<file path="src/rtl/alu_ctrl_issue_if.sv">
// ID->EX issue bus: ID-stage inputs, pipeline control and the registered
// EX-stage ALU outputs. The issue stage is the master (producer) end.
interface alu_ctrl_issue_if;
    logic [31:0] InstrD;
    logic        ValidD;
    logic [31:0] PCD;
    logic [31:0] RegOut1D;
    logic [31:0] RegOut2D;
    logic        StallE;
    logic        FlushE;
    logic [3:0]  AluContrlE;
    logic [31:0] Operand1E;
    logic [31:0] Operand2E;
    logic [4:0]  RdE;
    logic        RegWriteE;
    logic        ValidE;
    logic        IllegalE;

    modport master (
        input  InstrD, ValidD, PCD, RegOut1D, RegOut2D, StallE, FlushE,
        output AluContrlE, Operand1E, Operand2E, RdE, RegWriteE, ValidE, IllegalE
    );

    modport slave (
        output InstrD, ValidD, PCD, RegOut1D, RegOut2D, StallE, FlushE,
        input  AluContrlE, Operand1E, Operand2E, RdE, RegWriteE, ValidE, IllegalE
    );
endinterface

</file>
<file path="src/rtl/alu_ctrl_issue.sv">
// RV32I ID->EX issue stage: decodes the ID instruction into a 4-bit ALU code,
// selects both ALU operands and registers everything for the EX-stage ALU.
// Illegal ALU-class encodings become bubbles that carry IllegalE = 1.
module alu_ctrl_issue (
    input  logic              clk,
    input  logic              rst,
    alu_ctrl_issue_if.master  bus
);

    typedef enum logic [3:0] {
        ALU_SLL  = 4'd0,
        ALU_SRL  = 4'd1,
        ALU_SRA  = 4'd2,
        ALU_ADD  = 4'd3,
        ALU_SUB  = 4'd4,
        ALU_XOR  = 4'd5,
        ALU_OR   = 4'd6,
        ALU_AND  = 4'd7,
        ALU_SLT  = 4'd8,
        ALU_SLTU = 4'd9,
        ALU_LUI  = 4'd10
    } alu_code_t;

    localparam logic [6:0] OP_R     = 7'b0110011;
    localparam logic [6:0] OP_I     = 7'b0010011;
    localparam logic [6:0] OP_LUI   = 7'b0110111;
    localparam logic [6:0] OP_AUIPC = 7'b0010111;
    localparam logic [6:0] OP_LOAD  = 7'b0000011;
    localparam logic [6:0] OP_STORE = 7'b0100011;
    localparam logic [6:0] OP_JAL   = 7'b1101111;
    localparam logic [6:0] OP_JALR  = 7'b1100111;
    localparam logic [6:0] OP_BR    = 7'b1100011;

    localparam logic [6:0] F7_BASE  = 7'b0000000;
    localparam logic [6:0] F7_ALT   = 7'b0100000;

    logic [6:0]  opcode;
    logic [2:0]  funct3;
    logic [6:0]  funct7;
    logic [4:0]  rd;
    logic [31:0] imm_i;
    logic [31:0] imm_s;
    logic [31:0] imm_u;

    alu_code_t   dec_code;
    alu_code_t   base_code;
    logic [31:0] dec_op1;
    logic [31:0] dec_op2;
    logic        dec_regwrite;
    logic        dec_illegal;

    assign opcode = bus.InstrD[6:0];
    assign funct3 = bus.InstrD[14:12];
    assign funct7 = bus.InstrD[31:25];
    assign rd     = bus.InstrD[11:7];
    assign imm_i  = {{20{bus.InstrD[31]}}, bus.InstrD[31:20]};
    assign imm_s  = {{20{bus.InstrD[31]}}, bus.InstrD[31:25], bus.InstrD[11:7]};
    assign imm_u  = {bus.InstrD[31:12], 12'b0};

    // funct3 -> ALU code for the base (funct7 = 0) R-type / I-ALU operations
    always_comb begin
        base_code = ALU_ADD;
        case (funct3)
            3'b000:  base_code = ALU_ADD;
            3'b001:  base_code = ALU_SLL;
            3'b010:  base_code = ALU_SLT;
            3'b011:  base_code = ALU_SLTU;
            3'b100:  base_code = ALU_XOR;
            3'b101:  base_code = ALU_SRL;
            3'b110:  base_code = ALU_OR;
            default: base_code = ALU_AND;
        endcase
    end

    // Opcode decode: ALU code, operand selection, write-back enable, legality
    always_comb begin
        dec_code     = ALU_ADD;
        dec_op1      = bus.RegOut1D;
        dec_op2      = bus.RegOut2D;
        dec_regwrite = 1'b1;
        dec_illegal  = 1'b0;
        case (opcode)
            OP_R: begin
                if (funct7 == F7_BASE) begin
                    dec_code = base_code;
                end else if (funct7 == F7_ALT && funct3 == 3'b000) begin
                    dec_code = ALU_SUB;
                end else if (funct7 == F7_ALT && funct3 == 3'b101) begin
                    dec_code = ALU_SRA;
                end else begin
                    dec_illegal = 1'b1;
                end
            end
            OP_I: begin
                dec_op2  = imm_i;
                dec_code = base_code;
                if (funct3 == 3'b001 && funct7 != F7_BASE) begin
                    dec_illegal = 1'b1;
                end else if (funct3 == 3'b101) begin
                    if (funct7 == F7_ALT) begin
                        dec_code = ALU_SRA;
                    end else if (funct7 != F7_BASE) begin
                        dec_illegal = 1'b1;
                    end
                end
            end
            OP_LUI: begin
                dec_code = ALU_LUI;
                dec_op1  = 32'd0;
                dec_op2  = imm_u;
            end
            OP_AUIPC: begin
                dec_op1 = bus.PCD;
                dec_op2 = imm_u;
            end
            OP_LOAD: begin
                dec_op2 = imm_i;
            end
            OP_STORE: begin
                dec_op2      = imm_s;
                dec_regwrite = 1'b0;
            end
            OP_JAL, OP_JALR: begin
                dec_op1 = bus.PCD;
                dec_op2 = 32'd4;
            end
            OP_BR: begin
                dec_code     = ALU_SUB;
                dec_regwrite = 1'b0;
            end
            default: begin
                dec_illegal = 1'b1;
            end
        endcase
    end

    // EX-stage register: reset/flush load a bubble, stall holds, otherwise capture
    always_ff @(posedge clk or posedge rst) begin
        if (rst) begin
            bus.AluContrlE <= ALU_ADD;
            bus.Operand1E  <= 32'd0;
            bus.Operand2E  <= 32'd0;
            bus.RdE        <= 5'd0;
            bus.RegWriteE  <= 1'b0;
            bus.ValidE     <= 1'b0;
            bus.IllegalE   <= 1'b0;
        end else if (bus.FlushE) begin
            bus.AluContrlE <= ALU_ADD;
            bus.Operand1E  <= 32'd0;
            bus.Operand2E  <= 32'd0;
            bus.RdE        <= 5'd0;
            bus.RegWriteE  <= 1'b0;
            bus.ValidE     <= 1'b0;
            bus.IllegalE   <= 1'b0;
        end else if (!bus.StallE) begin
            if (!bus.ValidD || dec_illegal) begin
                bus.AluContrlE <= ALU_ADD;
                bus.Operand1E  <= 32'd0;
                bus.Operand2E  <= 32'd0;
                bus.RdE        <= 5'd0;
                bus.RegWriteE  <= 1'b0;
                bus.ValidE     <= 1'b0;
                bus.IllegalE   <= bus.ValidD && dec_illegal;
            end else begin
                bus.AluContrlE <= dec_code;
                bus.Operand1E  <= dec_op1;
                bus.Operand2E  <= dec_op2;
                bus.RdE        <= rd;
                bus.RegWriteE  <= dec_regwrite && (rd != 5'd0);
                bus.ValidE     <= 1'b1;
                bus.IllegalE   <= 1'b0;
            end
        end
    end

endmodule

</file>
<file path="src/flat_wrapper.sv">
// flat-port wrapper written by rule: the top's interface ports become plain ports
module alu_ctrl_issue_flat 
  (clk, rst, bus_InstrD, bus_ValidD, bus_PCD, bus_RegOut1D, bus_RegOut2D, bus_StallE, bus_FlushE, bus_AluContrlE, bus_Operand1E, bus_Operand2E, bus_RdE, bus_RegWriteE, bus_ValidE, bus_IllegalE);
  alu_ctrl_issue_if bus_i ();
  input  logic clk;
  input  logic rst;
  input wire logic [$bits(bus_i.InstrD)-1:0] bus_InstrD;
  input wire logic [$bits(bus_i.ValidD)-1:0] bus_ValidD;
  input wire logic [$bits(bus_i.PCD)-1:0] bus_PCD;
  input wire logic [$bits(bus_i.RegOut1D)-1:0] bus_RegOut1D;
  input wire logic [$bits(bus_i.RegOut2D)-1:0] bus_RegOut2D;
  input wire logic [$bits(bus_i.StallE)-1:0] bus_StallE;
  input wire logic [$bits(bus_i.FlushE)-1:0] bus_FlushE;
  output wire logic [$bits(bus_i.AluContrlE)-1:0] bus_AluContrlE;
  output wire logic [$bits(bus_i.Operand1E)-1:0] bus_Operand1E;
  output wire logic [$bits(bus_i.Operand2E)-1:0] bus_Operand2E;
  output wire logic [$bits(bus_i.RdE)-1:0] bus_RdE;
  output wire logic [$bits(bus_i.RegWriteE)-1:0] bus_RegWriteE;
  output wire logic [$bits(bus_i.ValidE)-1:0] bus_ValidE;
  output wire logic [$bits(bus_i.IllegalE)-1:0] bus_IllegalE;
  assign bus_i.InstrD = bus_InstrD;
  assign bus_i.ValidD = bus_ValidD;
  assign bus_i.PCD = bus_PCD;
  assign bus_i.RegOut1D = bus_RegOut1D;
  assign bus_i.RegOut2D = bus_RegOut2D;
  assign bus_i.StallE = bus_StallE;
  assign bus_i.FlushE = bus_FlushE;
  assign bus_AluContrlE = bus_i.AluContrlE;
  assign bus_Operand1E = bus_i.Operand1E;
  assign bus_Operand2E = bus_i.Operand2E;
  assign bus_RdE = bus_i.RdE;
  assign bus_RegWriteE = bus_i.RegWriteE;
  assign bus_ValidE = bus_i.ValidE;
  assign bus_IllegalE = bus_i.IllegalE;
  alu_ctrl_issue u_core (.clk(clk), .rst(rst), .bus(bus_i));
endmodule
</file>
<file path="config.mk">
export PLATFORM = sky130hd
export DESIGN_NAME = alu_ctrl_issue_flat
export DESIGN_NICKNAME = d
export VERILOG_FILES = /design/src/rtl/alu_ctrl_issue_if.sv /design/src/rtl/alu_ctrl_issue.sv /design/src/flat_wrapper.sv
export SDC_FILE = /design/constraint.sdc
export NUM_CORES = 1
export LEC_CHECK = 0
export CAP_MARGIN = 10
export CORE_MARGIN = 3
export CORE_UTILIZATION = 35
export CTS_BUF_LIST = sky130_fd_sc_hd__clkbuf_16
export CTS_CLUSTER_SIZE = 8
export DETAILED_ROUTE_END_ITERATION = 7
export PLACE_DENSITY_LB_ADDON = 0.05
export SLEW_MARGIN = 20
export SYNTH_ARGS = -nofsm -noshare
export SYNTH_HDL_FRONTEND = slang
export SYNTH_SLANG_ARGS = --single-unit
</file>
<file path="constraint.sdc">
create_clock -name clk -period 2.2 [get_ports clk]
set_clock_uncertainty 0.05 [all_clocks]
set_input_delay 0.22 -clock clk [delete_from_list [all_inputs] [get_ports clk]]
set_output_delay 0.22 -clock clk [all_outputs]
set_load 0.005 [all_outputs]
</file>
==> results.md, run 1 <==
* DRC at 0
* Vias in the first global route at 3956
* Share of layout cells above drive strength 1 at 0.134
* Seq/Total Area, Yosys at 0.513
* Final ANT Viol Nets at 0
* H-tree depth reported by CTS at 3
* Worst-Margin Slew at 0.604 ns
* Final net count at 761
* TritonCTS buffer count at 9
* Maximum fanout along the worst path at 3
* Clk sinks at 76
* Critical path startpoint category: input pin
* Mean Syn Cell Area at 9.56 um2
* Syn Nets at 521
* # IOs at 209
* Total Neg Setup Slack at 0 ns
* Final Wtd Congestion at 0.870
* Flop pwr share at 0.405
* Combinational share of power at 0.155
* Total Wirelength at 13100 um
* Area growth syn-to-layout at 80.0%
* RSZ-0062 raised after global routing: no
* Worst skew pair latency at 0.32 ns
* CP required at 2.41 ns
* # fillers at 860
* Critical Path Sink Type: register
* Cell variety after synth at 46
* Final Cell Area at 6680 um2
* Number of setup buffers added after CTS at 0
* Drt pass-1 iters at 5
* Switching share of power at 0.219
* Synthesis Warnings at 0
* Initial core utilization at 0.369
* Final min period at 2.12 ns
* Final slew viol count at 0
* Port Buf Inserts at 208
* Cells after synthesis at 388
* Placeable Area at 10000 um2
* Dpl cells at 750
* Die footprint at 11900 um2
* Leakage at 2.78 nW
* Tightest Hold Check Type: input pin to asynchronous set/reset pin
* Post-route insts no fill at 766
* Switching power at 764 uW
* Global-route wire length before repair at 20100 um
* Reg-to-reg endpoint: u_core.bus.AluContrlE[0]$_DFFE_PP1P_
* Largest net degree at the start of global routing at 47
* Status: finished, final reports clean
* Post-synth EDFFs at 0
* Synth Cell Area at 3710 um2
* Critical register-to-register path startpoint: u_core.bus.AluContrlE[0]$_DFFE_PP1P_
* Routed vias/inst at 5.28
* Worst Setup Slack, final at 0.0765 ns
* Total power at 3.49 mW
* DPL Wire Length at 10100 um
* Hold Violations, Final at 0
* Cell Int Power at 2.72 mW
* Rows at 36
* Root Driver: clkbuf_16
* Clock buffer depth at 2
* R2R setup slack at 1.42 ns
* Setup violations, final at 0
* Slew margin rel. at 0.597
* Vias at 4045
* Clk pwr share at 0.440
* Worst slack at placement at -0.466 ns
* Worst Setup SP: bus_InstrD[3]
* GRT Resource Usage Total at 0.219
* Iteration-0 DRC Markers at 290
* #FFs+latches synth at 76
* Worst Hold Slack at 0.261 ns
* Maxcap violations at 0
* Worst Reg-to-Reg Cells at 1
* Total congestion overflow at 0
* PwrDens at 522 nW/um2
* Drt wl/cell at 17.2 um
* Fmax at 0.471 GHz
* Worst-path clk slew at 0.06 ns
* Placed cell area at 6330 um2
* Max VDD drop at 0.396 mV
* Die height at 109 um
* CTS tree: yes
* Worst Path Arrival at 2.33 ns
* CP Class: input pin to register
* Post-cts hold buffer count at 0
* Top FF cell, synth: dfrtp_1
* Initial antenna violation count at 0
* CTS resizes at 5
* Die X-Extent at 109 um
* Fraction of registers with async set or reset after synthesis at 1.00
* Fin util at 0.665
* Diodes inserted at 0
* Final period utilization at 0.965
[worst max-delay path, cell delays in order]
cell and delay (ns):
clkdlybuf4s50_1 0.46, buf_4 0.17, nor3b_2 0.21, o21bai_2 0.12, a32o_1 0.25, or4_1 0.53, o32a_1 0.36
[flip-flops by register name (all words and copies together) (netlist names)]
name	cells
u_core.bus.Operand2E	32
u_core.bus.RdE	5
u_core.bus.RegWriteE	1
u_core.bus.AluContrlE	4
u_core.bus.IllegalE	1
u_core.bus.ValidE	1
u_core.bus.Operand1E	32
[per-layer routing]
metal / GRT usage / vias up / share of wire
li1: - / 1931 / -
met1: 0.276 / 1916 / 0.41
met2: 0.357 / 182 / 0.48
met3: 0.0705 / 16 / 0.099
met4: 0.0667 / 0 / 0.010
met5: 0 / - / 0
[power groups by stage]
stage	Combinational, mW	Clock (mW)	Sequential (mW)
floorplan	0.158	0	1.44
global placement	0.530	0	1.44
detailed placement	0.534	0	1.44
CTS	0.538	1.57	1.41
global route	0.580	1.63	1.41
finish	0.539	1.54	1.41
[Yosys cell counts, drive strengths merged (2+ instances only)]
cell type / count / area, um2
nand2: 73 / 274
a211oi: 2 / 20.0
nor3: 5 / 30.0
o22ai: 3 / 18.8
a22o: 11 / 96.3
nand3: 4 / 20.0
clkbuf: 24 / 90.1
nor2: 9 / 33.8
o32ai: 2 / 17.5
a21oi: 6 / 30.0
dfrtp: 74 / 1850
nor2b: 3 / 18.8
nand2b: 6 / 37.5
or4: 3 / 26.3
o21ai: 69 / 353
dfstp: 2 / 52.6
buf: 8 / 65.1
a22oi: 42 / 315
inv: 2 / 7.51
a221oi: 20 / 175
[logic make-up after synthesis]
family	after synthesis	share of synthesized area
AOI/OAI and AO/OA	164	0.298
and+or+nand+nor	112	0.142
DFF	76	0.513
buffers and inverters	35	0.0448
xor gates and xnor gates	1	0.00236
[layout make-up]
type / count / area [um2] / share of cell area
inverter: 3 / 15.0 / 0.00225
clock inverter: 7 / 85.1 / 0.0127
clock buffer: 9 / 225 / 0.0337
multi-input combinational: 277 / 1700 / 0.255
timing repair buffer: 261 / 2580 / 0.386
tap: 133 / 166 / 0.0249
sequential: 76 / 1900 / 0.285
[placed cells by master, fill, tap and decap left out, drive strengths merged, types with 3 or more instances in the layout]
| master | instances |
|---|---|
| a21oi | 6 |
| a221oi | 20 |
| a22o | 11 |
| a22oi | 42 |
| buf | 53 |
| clkbuf | 9 |
| clkdlybuf4s50 | 204 |
| clkinv | 4 |
| dfrtp | 74 |
| dlygate4sd2 | 3 |
| inv | 3 |
| nand2 | 73 |
| nand2b | 6 |
| nand3 | 4 |
| nor2 | 9 |
| nor2b | 3 |
| nor3 | 5 |
| o21ai | 69 |
| o22ai | 3 |
| or4 | 3 |
[how the worst max path moves through the flow]
stage	to	slack (ns)	cells after the start
CTS	u_core.bus.Operand1E[15]$_DFFE_PP0P_	0.01	7
floorplan	u_core.bus.AluContrlE[1]$_DFFE_PP1P_	0.27	6
detailed placement	u_core.bus.AluContrlE[1]$_DFFE_PP1P_	-0.47	6
global placement	u_core.bus.AluContrlE[1]$_DFFE_PP1P_	-0.43	6
finish	u_core.bus.AluContrlE[1]$_DFFE_PP1P_	0.08	7
global route	u_core.bus.Operand1E[18]$_DFFE_PP0P_	0.02	7
Power figures use the tool's default switching activity.
==> run 2, diff against run 1 <==
--- a/config.mk
+++ b/config.mk
@@ -7,7 +7,7 @@
 export LEC_CHECK = 0
 export CAP_MARGIN = 10
 export CORE_MARGIN = 3
-export CORE_UTILIZATION = 35
+export CORE_UTILIZATION = 42
 export CTS_BUF_LIST = sky130_fd_sc_hd__clkbuf_16
 export CTS_CLUSTER_SIZE = 8
 export DETAILED_ROUTE_END_ITERATION = 7
==> constraint.sdc (replaced) <==
create_clock -name clk -period 2.5 [get_ports clk]
set_clock_uncertainty 0.05 [all_clocks]
set_input_delay 0.25 -clock clk [delete_from_list [all_inputs] [get_ports clk]]
set_output_delay 0.25 -clock clk [all_outputs]
set_load 0.005 [all_outputs]
==> results.md, run 2 (same netlist as run 1, synthesis figures left out) <==
* Setup violations, final at 0 (unchanged)
* Critical Path Sink Type: register
* Fmax at 0.440 GHz
* Global-route wire length before repair at 21200 um (+5.4%)
* Status: finished, final reports clean
* RSZ-0062 raised after global routing: no
* PwrDens at 459 nW/um2 (-12%)
* Tightest Hold Check Type: input pin to asynchronous set/reset pin
* Clock buffer depth at 2 (unchanged)
* Worst Hold Slack at 0.247 ns (-0.0144 ns)
* Commonest non-fill, non-tap cell in the layout: clkdlybuf4s50_1
* Max VDD drop at 0.339 mV (-14%)
* DRC at 0 (unchanged)
* Final period utilization at 0.909
* Drt wl/cell at 18.2 um (+6.0%)
* Clk sinks at 76 (unchanged)
* # IOs at 209 (unchanged)
* Die X-Extent at 100 um (-8.2%)
* Maximum fanout along the worst path at 39 (+36)
* Iteration-0 DRC Markers at 211 (-27%)
* R2R setup slack at 1.73 ns (+0.31 ns)
* Initial antenna violation count at 0 (unchanged)
* Die height at 100 um (-8.2%)
* Worst Path Arrival at 2.45 ns (+0.12 ns)
* Leakage at 2.64 nW (-4.9%)
* CTS resizes at 0 (-5)
* Post-cts hold buffer count at 0 (unchanged)
* Diodes inserted at 0 (unchanged)
* Register area at 1900 um2 (unchanged)
* Most frequent cells in the layout: clkdlybuf4s50_1 (208), dfrtp_1 (74), nand2_1 (73)
* DPL Wire Length at 9960 um (-1.2%)
* Maxcap violations at 0 (unchanged)
* Final Wtd Congestion at 0.903 (+3.8%)
* Final ANT Viol Nets at 0 (unchanged)
* CP Class: input pin to register
* Critical register-to-register path startpoint: u_core.bus.RdE[4]$_DFFE_PP0P_
* Area growth syn-to-layout at 72.5%
* Footprint of the multi-input gates at 1670 um2 (-2.1%)
* Critical path startpoint category: input pin
* Root Driver: clkbuf_16
* CP required at 2.68 ns (+0.27 ns)
* Total power at 2.94 mW (-16%)
* TritonCTS buffer count at 9 (unchanged)
* Top Registers: u_core.bus.Operand1E x32, u_core.bus.Operand2E x32, u_core.bus.RdE x5
* # fillers at 623 (-28%)
* Reg-to-reg endpoint: u_core.bus.RdE[4]$_DFFE_PP0P_
* Worst skew pair latency at 0.32 ns (about the same)
* Final net count at 746 (-2.0%)
* Vias at 4001 (-1.1%)
* Largest net degree at the start of global routing at 51 (+8.5%)
* Final min period at 2.27 ns
* Initial core utilization at 0.443 (+0.0733)
* Number of setup buffers added after CTS at 0 (unchanged)
* Slew margin rel. at 0.611 (+0.0141)
* Total congestion overflow at 0 (unchanged)
* Share of layout cells above drive strength 1 at 0.112 (-0.0224)
* Rows at 33 (-8.3%)
* Worst Setup Slack, final at 0.228 ns (+0.152 ns)
* Worst-Margin Slew at 0.583 ns (-0.0205 ns)
* H-tree depth reported by CTS at 3 (unchanged)
* Drt pass-1 iters at 4 (-1)
* Worst slack at placement at -0.0859 ns (+0.381 ns)
* Placeable Area at 8380 um2 (-17%)
* Routed vias/inst at 5.54 (+4.9%)
* Total Neg Setup Slack at 0 ns (unchanged)
* Worst-path clk slew at 0.06 ns (about the same)
* Die footprint at 10000 um2 (-16%)
* Total Wirelength at 13100 um (about the same)
* CTS tree: yes
* Hold Violations, Final at 0 (unchanged)
* Worst Reg-to-Reg Cells at 1 (unchanged)
* Final slew viol count at 0 (unchanged)
* Vias in the first global route at 4224 (+6.8%)
* GRT Resource Usage Total at 0.264 (+0.0457)
* Port Buf Inserts at 208 (unchanged)
run 2: cell types whose count changed in the layout (fill, tap and decap cells not counted), sizes merged:
cell / change
dlymetal6s2s: -1
clkdlybuf4s50: +4
inv: -2
buf: -15
clkinv: +2
dlygate4sd2: -3
bufinv: -1
run 2: final cells by class:
| cell class | count | share of cell area |
|---|---|---|
| inverters | 3 | 0.00195 |
| repair buffers | 246 | 0.376 |
| flip-flops and latches | 76 | 0.297 |
| multi-input cells | 277 | 0.261 |
| well taps | 105 | 0.0205 |
| clock inverters | 6 | 0.00879 |
| clock buffers | 9 | 0.0352 |
run 2: through the flow:
stage,util,instances,cell area (um2)
6_report,0.764,722,6400
5_1_grt,0.764,722,6400
4_1_cts,0.764,722,6400
3_5_place_dp,0.730,707,6120
3_3_place_gp,0.730,707,6120
2_1_floorplan,-,388,3710
run 2: where the power goes:
part	internal [mW]	switching (mW)
logic	0.279	0.173
registers	1.24	0.00428
clock network	0.758	0.487
total	2.27	0.665
run 2: how the worst max path moves through the flow:
stage | to | slack, ns | from
finish | u_core.bus.Operand1E[10]$_DFFE_PP0P_ | 0.23 | bus_InstrD[26]
detailed placement | u_core.bus.Operand1E[13]$_DFFE_PP0P_ | -0.09 | bus_InstrD[26]
global placement | u_core.bus.AluContrlE[0]$_DFFE_PP1P_ | -0.02 | bus_InstrD[26]
CTS | u_core.bus.Operand1E[24]$_DFFE_PP0P_ | 0.26 | bus_InstrD[26]
floorplan | u_core.bus.AluContrlE[2]$_DFFE_PP0P_ | 0.26 | rst
global route | u_core.bus.Operand1E[15]$_DFFE_PP0P_ | 0.12 | bus_InstrD[26]
run 2: critical path, stage by stage:
cell,delay (ns)
clkdlybuf4s50_1,0.47
or4_4,0.58
nor3_2,0.17
a2111oi_1,0.13
or3_4,0.44
buf_12,0.18
o21ai_0,0.21
run 2: per-layer routing:
metal / GRT usage / vias up / routed length (um)
met5: 0 / - / 0
met4: 0.0694 / 0 / 178
met3: 0.0612 / 14 / 1050
met2: 0.463 / 165 / 6630
met1: 0.329 / 1923 / 5270
li1: - / 1899 / -
==> run 3, diff against run 2 <==
--- a/config.mk
+++ b/config.mk
@@ -6,12 +6,13 @@
 export NUM_CORES = 1
 export LEC_CHECK = 0
 export CAP_MARGIN = 10
-export CORE_MARGIN = 3
+export CORE_MARGIN = 4
 export CORE_UTILIZATION = 42
 export CTS_BUF_LIST = sky130_fd_sc_hd__clkbuf_16
 export CTS_CLUSTER_SIZE = 8
 export DETAILED_ROUTE_END_ITERATION = 7
 export PLACE_DENSITY_LB_ADDON = 0.05
+export REMOVE_ABC_BUFFERS = 1
 export SLEW_MARGIN = 20
 export SYNTH_ARGS = -nofsm -noshare
 export SYNTH_HDL_FRONTEND = slang
==> results.md, run 3 (same netlist as run 1, synthesis figures left out) <==
* Status: finished, final reports clean
* Flop pwr share at 0.409 (-0.014)
* Worst Setup Slack, final at 0.240 ns (+0.0114 ns)
* WP buf/inv at 2 (unchanged)
* Total power at 3.03 mW (+3.2%)
* Final slew viol count at 0 (unchanged)
* Die X-Extent at 102 um (+2.0%)
* Critical path startpoint category: input pin
* Slew margin rel. at 0.526 (-0.0842)
* Critical Path Sink Type: register
* Initial core utilization at 0.428 (-0.0151)
* Final period utilization at 0.904 (-0.00456)
* Cell family with the largest share of critical-path delay: simple AND/OR/NAND/NOR gates
* Rows at 34 (+3.0%)
* CTS tree: yes
* Worst-Margin Slew at 0.706 ns (+0.123 ns)
* Drt pass-1 iters at 5 (+1)
* Final Wtd Congestion at 0.871 (-3.5%)
* Hold Violations, Final at 0 (unchanged)
* Worst-path clk slew at 0.06 ns (about the same)
* Worst path max stage delay at 0.56 ns (-0.02 ns)
* Vias in the first global route at 3916 (-7.3%)
* Share of layout cells above drive strength 1 at 0.109 (-0.00307)
* Die footprint at 10400 um2 (+4.0%)
* Clk sinks at 76 (unchanged)
* Initial antenna violation count at 0 (unchanged)
* # fillers at 658 (+5.6%)
* CP required at 2.68 ns (about the same)
* Crit-path cells: clkdlybuf4s50_1 -> or4_4 -> nor3_2 -> a2111oi_1 -> or3_4 -> buf_12 -> o21ai_0
* CP Class: input pin to register
* Max VDD drop at 0.304 mV (-11%)
* Switching share of power at 0.215 (-0.0112)
* Worst skew pair latency at 0.32 ns (about the same)
* PwrDens at 470 nW/um2 (+2.3%)
* Setup violations, final at 0 (unchanged)
* TritonCTS buffer count at 9 (unchanged)
* # IOs at 209 (unchanged)
* DRC at 0 (unchanged)
* Placeable Area at 8680 um2 (+3.5%)
* DPL Wire Length at 9780 um (-1.8%)
* Iteration-0 DRC Markers at 143 (-32%)
* Clk pwr share at 0.441 (+0.017)
* Post-cts hold buffer count at 0 (unchanged)
* Final Cell Area at 6460 um2 (+0.92%)
* Top Registers: u_core.bus.Operand1E x32, u_core.bus.Operand2E x32, u_core.bus.RdE x5
* Number of setup buffers added after CTS at 0 (unchanged)
* Placed cell area at 6150 um2 (+0.55%)
* Global-route wire length before repair at 19800 um (-6.6%)
* Worst slack at placement at -0.104 ns (-0.0179 ns)
* Die height at 102 um (+2.0%)
* H-tree depth reported by CTS at 3 (unchanged)
* Total congestion overflow at 0 (unchanged)
* GRT Resource Usage Total at 0.244 (-0.0203)
* Vias at 3986 (-0.37%)
* Fmax at 0.442 GHz (+0.50%)
* Maximum fanout along the worst path at 32 (-18%)
* CP max-delay cell: or4_4
* Port Buf Inserts at 208 (unchanged)
* Tightest Hold Check Type: input pin to asynchronous set/reset pin
* Diodes inserted at 0 (unchanged)
* Drt wl/cell at 17.7 um (-2.4%)
* Switching power at 652 uW (-1.9%)
* Area growth syn-to-layout at 74.1%
* Cell Int Power at 2.38 mW (+4.7%)
* Final net count at 745 (-0.13%)
* Clock buffer depth at 2 (unchanged)
* Total Wirelength at 12800 um (-2.1%)
* Worst Path Arrival at 2.44 ns (about the same)
* Combinational share of power at 0.150 (-0.004)
* Maxcap violations at 0 (unchanged)
* Most frequent cells in the layout: clkdlybuf4s50_1 (208), dfrtp_1 (74), nand2_1 (73)
* Final min period at 2.26 ns (-0.0114 ns)
* Commonest non-fill, non-tap cell in the layout: clkdlybuf4s50_1
* RSZ-0062 raised after global routing: no
* Leakage at 2.66 nW (+0.94%)
* Final ANT Viol Nets at 0 (unchanged)
* CTS resizes at 0 (unchanged)
* Root Driver: clkbuf_16
* Largest net degree at the start of global routing at 75 (+47%)
* Routed vias/inst at 5.51 (-0.65%)
[run 3: final timing paths]
| check | startpoint | to | cells past startpoint | slack [ns] |
|---|---|---|---|---|
| max | bus_InstrD[26] | u_core.bus.Operand1E[10]$_DFFE_PP0P_ | 7 | 0.24 |
| min | rst | u_core.bus.Operand1E[21]$_DFFE_PP0P_ | 2 | 0.18 |
| max reg2reg | u_core.bus.AluContrlE[0]$_DFFE_PP1P_ | u_core.bus.AluContrlE[0]$_DFFE_PP1P_ | 1 | 1.72 |
| min reg2reg | u_core.bus.Operand1E[31]$_DFFE_PP0P_ | u_core.bus.Operand1E[31]$_DFFE_PP0P_ | 2 | 0.42 |
| max in group asynchronous | rst | u_core.bus.AluContrlE[1]$_DFFE_PP1P_ | 3 | 1.56 |
| min in group clk | u_core.bus.Operand1E[31]$_DFFE_PP0P_ | u_core.bus.Operand1E[31]$_DFFE_PP0P_ | 2 | 0.42 |
[run 3: metal layers]
| layer | global-route usage | wire (um) | up-vias |
|---|---|---|---|
| li1 | - | - | 1904 |
| met1 | 0.310 | 5100 | 1894 |
| met2 | 0.423 | 6430 | 169 |
| met3 | 0.0457 | 1110 | 19 |
| met4 | 0.0767 | 210 | 0 |
| met5 | 0 | 0 | - |
[run 3: cell type report]
type                    count  area [um2]  area share
repair buffers            245        2430       0.377
flip-flops and latches     76        1900       0.295
multi-input cells         277        1670       0.258
clock buffers               9         225      0.0349
well taps                 108         135      0.0209
clock inverters             6        81.3      0.0126
inverters                   3        12.5     0.00194
[run 3: power groups by stage]
stage          Combinational [mW]  Sequential, mW  Clock (mW)
3_3_place_gp                0.450            1.26           0
4_1_cts                     0.457            1.24        1.36
2_1_floorplan               0.126            1.26           0
3_5_place_dp                0.455            1.26           0
5_1_grt                     0.490            1.24        1.42
6_report                    0.454            1.24        1.34
[run 3: per-stage QoR]
step                      TNS (ns)  cells   util  hold WS (ns)
after floorplan             -37.90    356      -         0.333
final                            0    724  0.745         0.183
after global placement     -0.0557    709  0.709         0.411
after CTS                        0    724  0.745         0.186
after detailed placement     -1.72    709  0.709         0.416
after global routing             0    724  0.745         0.212
